File: src/rtl/uart_rx_pkg.sv
// Shared UART definitions: oversampling factors, receiver state encoding and
// the bit-timer reload helper used by the receiver.
package uart_rx_pkg;

   localparam int OVERSAMPLE = 8;
   localparam int HALF_BIT   = 4;
   localparam int TIMER_W    = 19;

   typedef enum logic [2:0] {
      ST_IDLE,
      ST_START,
      ST_DATA,
      ST_STOP,
      ST_BREAK
   } rx_state_e;

   // Reload value for the down-counting bit timer: factor * p - 1 clocks.
   function automatic logic [TIMER_W-1:0] bit_ticks(input logic [15:0] p, input int factor);
      return TIMER_W'(p) * TIMER_W'(factor) - TIMER_W'(1);
   endfunction

endpackage

File: src/rtl/uart_rx_sync.sv
// Two-flop synchronizer for a single asynchronous input, with a selectable
// reset value so idle-high lines do not look active out of reset.
module uart_rx_sync #(
   parameter logic RESET_VAL = 1'b1
) (
   input  logic clk,
   input  logic rst,
   input  logic d_i,
   output logic q_o
);

   logic [1:0] sync_q;

   always_ff @(posedge clk) begin
      if (rst) begin
         sync_q <= {2{RESET_VAL}};
      end else begin
         sync_q <= {sync_q[0], d_i};
      end
   end

   assign q_o = sync_q[1];

endmodule

File: src/rtl/uart_rx.sv
// 8x-oversampling UART receiver (8N1-style, DATA_WIDTH data bits, LSB first)
// presenting each word on a single-entry AXI-stream output register.
module uart_rx
   import uart_rx_pkg::*;
#(
   parameter int DATA_WIDTH = 8
) (
   input  logic                  clk,
   input  logic                  rst,
   output logic [DATA_WIDTH-1:0] output_axis_tdata,
   output logic                  output_axis_tvalid,
   input  logic                  output_axis_tready,
   input  logic                  rxd,
   output logic                  busy,
   output logic                  overrun_error,
   output logic                  frame_error,
   input  logic [15:0]           prescale
);

   localparam int IDX_W = 4;

   logic                  rxd_sync;
   rx_state_e             state_q, state_d;
   logic [TIMER_W-1:0]    timer_q, timer_d;
   logic [15:0]           p_q, p_d;
   logic [IDX_W-1:0]      idx_q, idx_d;
   logic [DATA_WIDTH-1:0] shift_q, shift_d;
   logic [DATA_WIDTH-1:0] tdata_q, tdata_d;
   logic                  tvalid_q, tvalid_d;
   logic                  ovr_q, ovr_d;
   logic                  fe_q, fe_d;
   logic                  expired;

   uart_rx_sync #(
      .RESET_VAL(1'b1)
   ) u_rxd_sync (
      .clk(clk),
      .rst(rst),
      .d_i(rxd),
      .q_o(rxd_sync)
   );

   assign expired = (timer_q == '0);

   always_comb begin
      state_d  = state_q;
      timer_d  = expired ? timer_q : timer_q - TIMER_W'(1);
      p_d      = p_q;
      idx_d    = idx_q;
      shift_d  = shift_q;
      tdata_d  = tdata_q;
      tvalid_d = tvalid_q & ~output_axis_tready;
      ovr_d    = 1'b0;
      fe_d     = 1'b0;

      case (state_q)
         ST_IDLE: begin
            if (!rxd_sync) begin
               p_d     = (prescale == 16'd0) ? 16'd1 : prescale;
               timer_d = bit_ticks(p_d, HALF_BIT);
               state_d = ST_START;
            end
         end
         ST_START: begin
            if (expired) begin
               if (rxd_sync) begin
                  state_d = ST_IDLE;
               end else begin
                  timer_d = bit_ticks(p_q, OVERSAMPLE);
                  idx_d   = '0;
                  state_d = ST_DATA;
               end
            end
         end
         ST_DATA: begin
            if (expired) begin
               shift_d = {rxd_sync, shift_q[DATA_WIDTH-1:1]};
               timer_d = bit_ticks(p_q, OVERSAMPLE);
               if (idx_q == IDX_W'(DATA_WIDTH - 1)) begin
                  state_d = ST_STOP;
               end else begin
                  idx_d = idx_q + IDX_W'(1);
               end
            end
         end
         ST_STOP: begin
            // Returning to IDLE here re-arms at mid stop bit, so a start bit
            // that immediately follows is not missed.
            if (expired) begin
               if (rxd_sync) begin
                  tdata_d  = shift_q;
                  tvalid_d = 1'b1;
                  ovr_d    = tvalid_q & ~output_axis_tready;
                  state_d  = ST_IDLE;
               end else begin
                  fe_d    = 1'b1;
                  state_d = ST_BREAK;
               end
            end
         end
         ST_BREAK: begin
            if (rxd_sync) begin
               state_d = ST_IDLE;
            end
         end
         default: state_d = ST_IDLE;
      endcase
   end

   always_ff @(posedge clk) begin
      if (rst) begin
         state_q  <= ST_IDLE;
         timer_q  <= '0;
         p_q      <= '0;
         idx_q    <= '0;
         shift_q  <= '0;
         tdata_q  <= '0;
         tvalid_q <= 1'b0;
         ovr_q    <= 1'b0;
         fe_q     <= 1'b0;
      end else begin
         state_q  <= state_d;
         timer_q  <= timer_d;
         p_q      <= p_d;
         idx_q    <= idx_d;
         shift_q  <= shift_d;
         tdata_q  <= tdata_d;
         tvalid_q <= tvalid_d;
         ovr_q    <= ovr_d;
         fe_q     <= fe_d;
      end
   end

   assign output_axis_tdata  = tdata_q;
   assign output_axis_tvalid = tvalid_q;
   assign overrun_error      = ovr_q;
   assign frame_error        = fe_q;
   assign busy               = (state_q != ST_IDLE);

endmodule

File: config.mk
export PLATFORM = sky130hd
export DESIGN_NAME = uart_rx
export DESIGN_NICKNAME = d
export VERILOG_FILES = /design/src/rtl/uart_rx_pkg.sv /design/src/rtl/uart_rx_sync.sv /design/src/rtl/uart_rx.sv
export SDC_FILE = /design/constraint.sdc
export NUM_CORES = 1
export LEC_CHECK = 0
export CORE_ASPECT_RATIO = 1.75
export CORE_MARGIN = 1.5
export CORE_UTILIZATION = 45
export CTS_CLUSTER_DIAMETER = 50
export CTS_CLUSTER_SIZE = 10
export DETAILED_ROUTE_END_ITERATION = 16
export GPL_TIMING_DRIVEN = 0
export MAX_ROUTING_LAYER = met4
export PLACE_DENSITY_LB_ADDON = 0.3
export SKIP_CTS_REPAIR_TIMING = 1
export SYNTH_ARGS = -nofsm -noshare
export SYNTH_HDL_FRONTEND = slang
export SYNTH_HIERARCHICAL = 1
export SYNTH_SLANG_ARGS = --single-unit
File: constraint.sdc
create_clock -name clk -period 3.4 [get_ports clk]
set_input_delay 0.68 -clock clk [delete_from_list [all_inputs] [get_ports clk]]
set_output_delay 0.68 -clock clk [all_outputs]
set_load 0.005 [all_outputs]
==> impl_metrics.ini <==
[global_route]
grt_pass1_vias = 3407
antenna_found_initial = 0
grt_start_max_net_pins = 12
grt-ovfl-total = 0
track_usage = 0.262
grt_pass1_wl_mm = 17.0

[route]
wl_met1_mm = 4.01
drc_errors = 0
drtIter0Drc = 313
route.met2.wl_mm = 5.50
vias_per_cell = 6.09
totalWireLength_mm = 10.6
vias = 3602
routedWlPerCell_um = 17.9
postRouteAntennaNets = 0
route.met3.wl_um = 491
top_layer = met4
dr.pass1.iters = 5

[clock_network]
ctsHtreeMaxLevel = 3
numCtsBuffers = 9
cts.reportedPaths.clkPinSlew_ns = 0.05
clk-insertion-delay-late_ns = 0.34
cts_tree = done
cts-root-buf = clkbuf_16
clkSinkCount = 63
clockBufferDepth = 2

[logic_synthesis]
ys_dominant_reg_cell = dfxtp_1
post_synth_fa_ha_maj_area_fraction = 0.0172
synth_area_um2 = 3630
synth.distinct_cells = 63
netlist_instances = 454
synth-simple-area-share = 0.305
synth_fp_nets = 479
synth_top_family_by_area = simple AND/OR/NAND/NOR gates
synth-compound-area-share = 0.181
synth.avg_cell_area_um2 = 8.01
ys_warn_count = 6
ys_seq_area_frac = 0.347
synthMuxAreaShare = 0.0279
synth_xor_area_frac = 0.0867
async_flop_share = 0
synth_enable_flop_cells = 0
synth_seq_cells = 63

[power_and_ir_drop]
leakage_nw = 1.63
p_sw_w = 0.00122
ir_drop_mv = 0.412
p_int_w = 0.00195
pwr-share-seq = 0.304
clock_power_share = 0.299
swShare = 0.386
powerDensity_nw_per_um2 = 719
p_comb_frac = 0.397

[floorplan]
dieWidth_um = 70.9
rows = 43
chipHeight_um = 122
io_pins = 32
start_util = 0.463
core-area_um2 = 7860
dieArea_um2 = 8650

[timing]
fin_tns_setup_ns = 0
clock.fmax_mhz = 306
fin_crit_sh = 0.960
max_slew_margin = 0.488
worstMarginPinSlew_ns = 0.766
finClkSkew_ns = 0.00580
drv_slew = 0
setup_slack_ns = 0.135
min_period_ns = 3.27
setup_viol = 0
hold_viol_final = 0

[finish]
drive_gt1_frac = 0.0878
syn_to_final_growth_pct = 21.3
fin_area_um2 = 4410
nNetsFinal = 521
n_antenna_cell = 0

[hold_path]
hold_depth = 1
hold_start = u_rxd_sync/sync_q[0]
min_path_type = register to register
hold_end = u_rxd_sync/sync_q[1]

[placed_design]
place_area_um2 = 4050
io_buffer_count = 30
gp_congestion = 0.948
dp_hpwl_mm = 7.94
place_ws_ns = -0.549

[worst_setup_path]
criticalPathCategory = input port to register
r2r-end = timer_q[16]
worstPathMaxFanout = 6
cp-start-kind = input port
reg2reg_from = timer_q[17]
r2r_cells = 7
cp-end-kind = register
cp_data_arrival_time_ns = 3.48
required_ns = 3.61
r2r_slack_ns = 0.85

[status]
status = complete, no violations

[job]
cap_violations = 0
layout by cell type, fill, tap and decap left out, types with 3 or more instances in the layout:
cell type / count
and3_1: 3
clkdlybuf4s50_1: 29
ha_1: 5
a222oi_1: 8
and4_1: 3
nand4_1: 6
nor4_1: 10
nor4_4: 3
nand2_1: 69
xor2_1: 18
o31ai_1: 4
o21a_1: 3
nor2b_1: 4
buf_2: 5
dfxtp_1: 63
nor3_1: 11
nand4b_1: 5
o21ai_0: 13
a211oi_1: 8
a21oi_1: 38
nor2_1: 50
clkbuf_16: 9
inv_1: 9
nand3_1: 8
clkbuf_1: 15
o211ai_1: 5
or4_1: 5
a31oi_1: 3
nand2b_1: 4
mux2i_1: 9
xnor2_1: 18
synth_stat cells (3+ instances only):
library cell,n,area (µm²)
a31oi_1,3,18.8
nand3_1,8,40.0
o21a_1,3,22.5
nor2b_1,4,25.0
clkbuf_1,15,56.3
mux2i_1,9,90.1
nand4_1,6,37.5
and3_1,3,18.8
nor3_1,11,55.1
a211oi_1,8,60.1
nand2_1,69,259
ha_1,5,62.6
dfxtp_1,63,1260
and4_1,3,26.3
a222oi_1,8,80.1
nor3b_1,3,22.5
a21oi_1,38,190
o31ai_1,4,30.0
nor2_1,51,191
nor4_1,11,68.8
xnor2_1,18,158
or4_1,5,37.5
inv_1,9,33.8
buf_2,5,25.0
nand4b_1,5,43.8
o21ai_0,13,65.1
xor2_1,18,158
o211ai_1,5,37.5
nand2b_1,4,25.0
flip-flops by register name (all words and copies together) (netlist names):
signal,count
timer_q,19
p_q,16
output_axis_tdata,8
shift_q,8
idx_q,4
state_q,3
u_rxd_sync/sync_q,2
frame_error,1
output_axis_tvalid,1
overrun_error,1
metal layers:
metal	GRT usage	up-vias
met5	-	-
met4	0.136	0
met3	0.0471	43
met2	0.447	117
met1	0.287	1712
li1	-	1730
worst max-delay path by stage:
stage                           start           to  slack [ns]  cells past startpoint
after global placement    prescale[4]  timer_q[16]       -0.50                     11
after global routing      prescale[5]  timer_q[16]       -0.03                     11
after CTS                 prescale[9]  timer_q[16]       -0.18                     11
after floorplan           prescale[8]  timer_q[16]        0.43                     11
final                     prescale[9]  timer_q[16]        0.13                     11
after detailed placement  prescale[4]  timer_q[16]       -0.55                     11
final cells by class:
cell class / count / area (µm²)
fillers: 743 / 3440
multi-input cells: 360 / 2290
flip-flops and latches: 63 / 1260
repair buffers: 31 / 310
clock buffers: 11 / 253
well taps: 90 / 113
plain buffers: 22 / 92.6
clock inverters: 5 / 56.3
inverters: 9 / 33.8
critical path, stage by stage:
cell	delay [ns]
clkdlybuf4s50_1	0.55
nor4_4	0.39
nand2_1	0.18
nor2_2	0.18
a21oi_1	0.14
ha_1	0.27
nor3b_4	0.18
nor4b_2	0.17
xor2_1	0.18
a222oi_1	0.47
nor2_1	0.07
power groups by stage:
stage / clock network, W / registers [W] / logic [W]
2_1_floorplan: 0 / 0.000944 / 0.000944
3_3_place_gp: 0 / 0.000971 / 0.00121
4_1_cts: 0.000960 / 0.000962 / 0.00124
6_report: 0.000948 / 0.000963 / 0.00126
5_1_grt: 0.000987 / 0.000979 / 0.00139
3_5_place_dp: 0 / 0.000976 / 0.00123
logic make-up (layout without fill, tap and decap cells):
group,count (synthesis),in the layout
simple gates,209,209
compound gates,100,100
flops,63,63
xor+xnor,36,36
buf+inv,31,78
mux,10,10
fa+ha+maj,5,5
metrics by stage:
step / total power, W / instances / hold slack [ns] / util
floorplan: 0.00189 / 454 / 0.383 / -
global placement: 0.00218 / 574 / 0.440 / 0.515
detailed placement: 0.00221 / 574 / 0.439 / 0.515
CTS: 0.00316 / 590 / 0.451 / 0.555
global route: 0.00336 / 591 / 0.480 / 0.561
finish: 0.00317 / 591 / 0.437 / 0.561
Power figures use the tool's default switching activity.
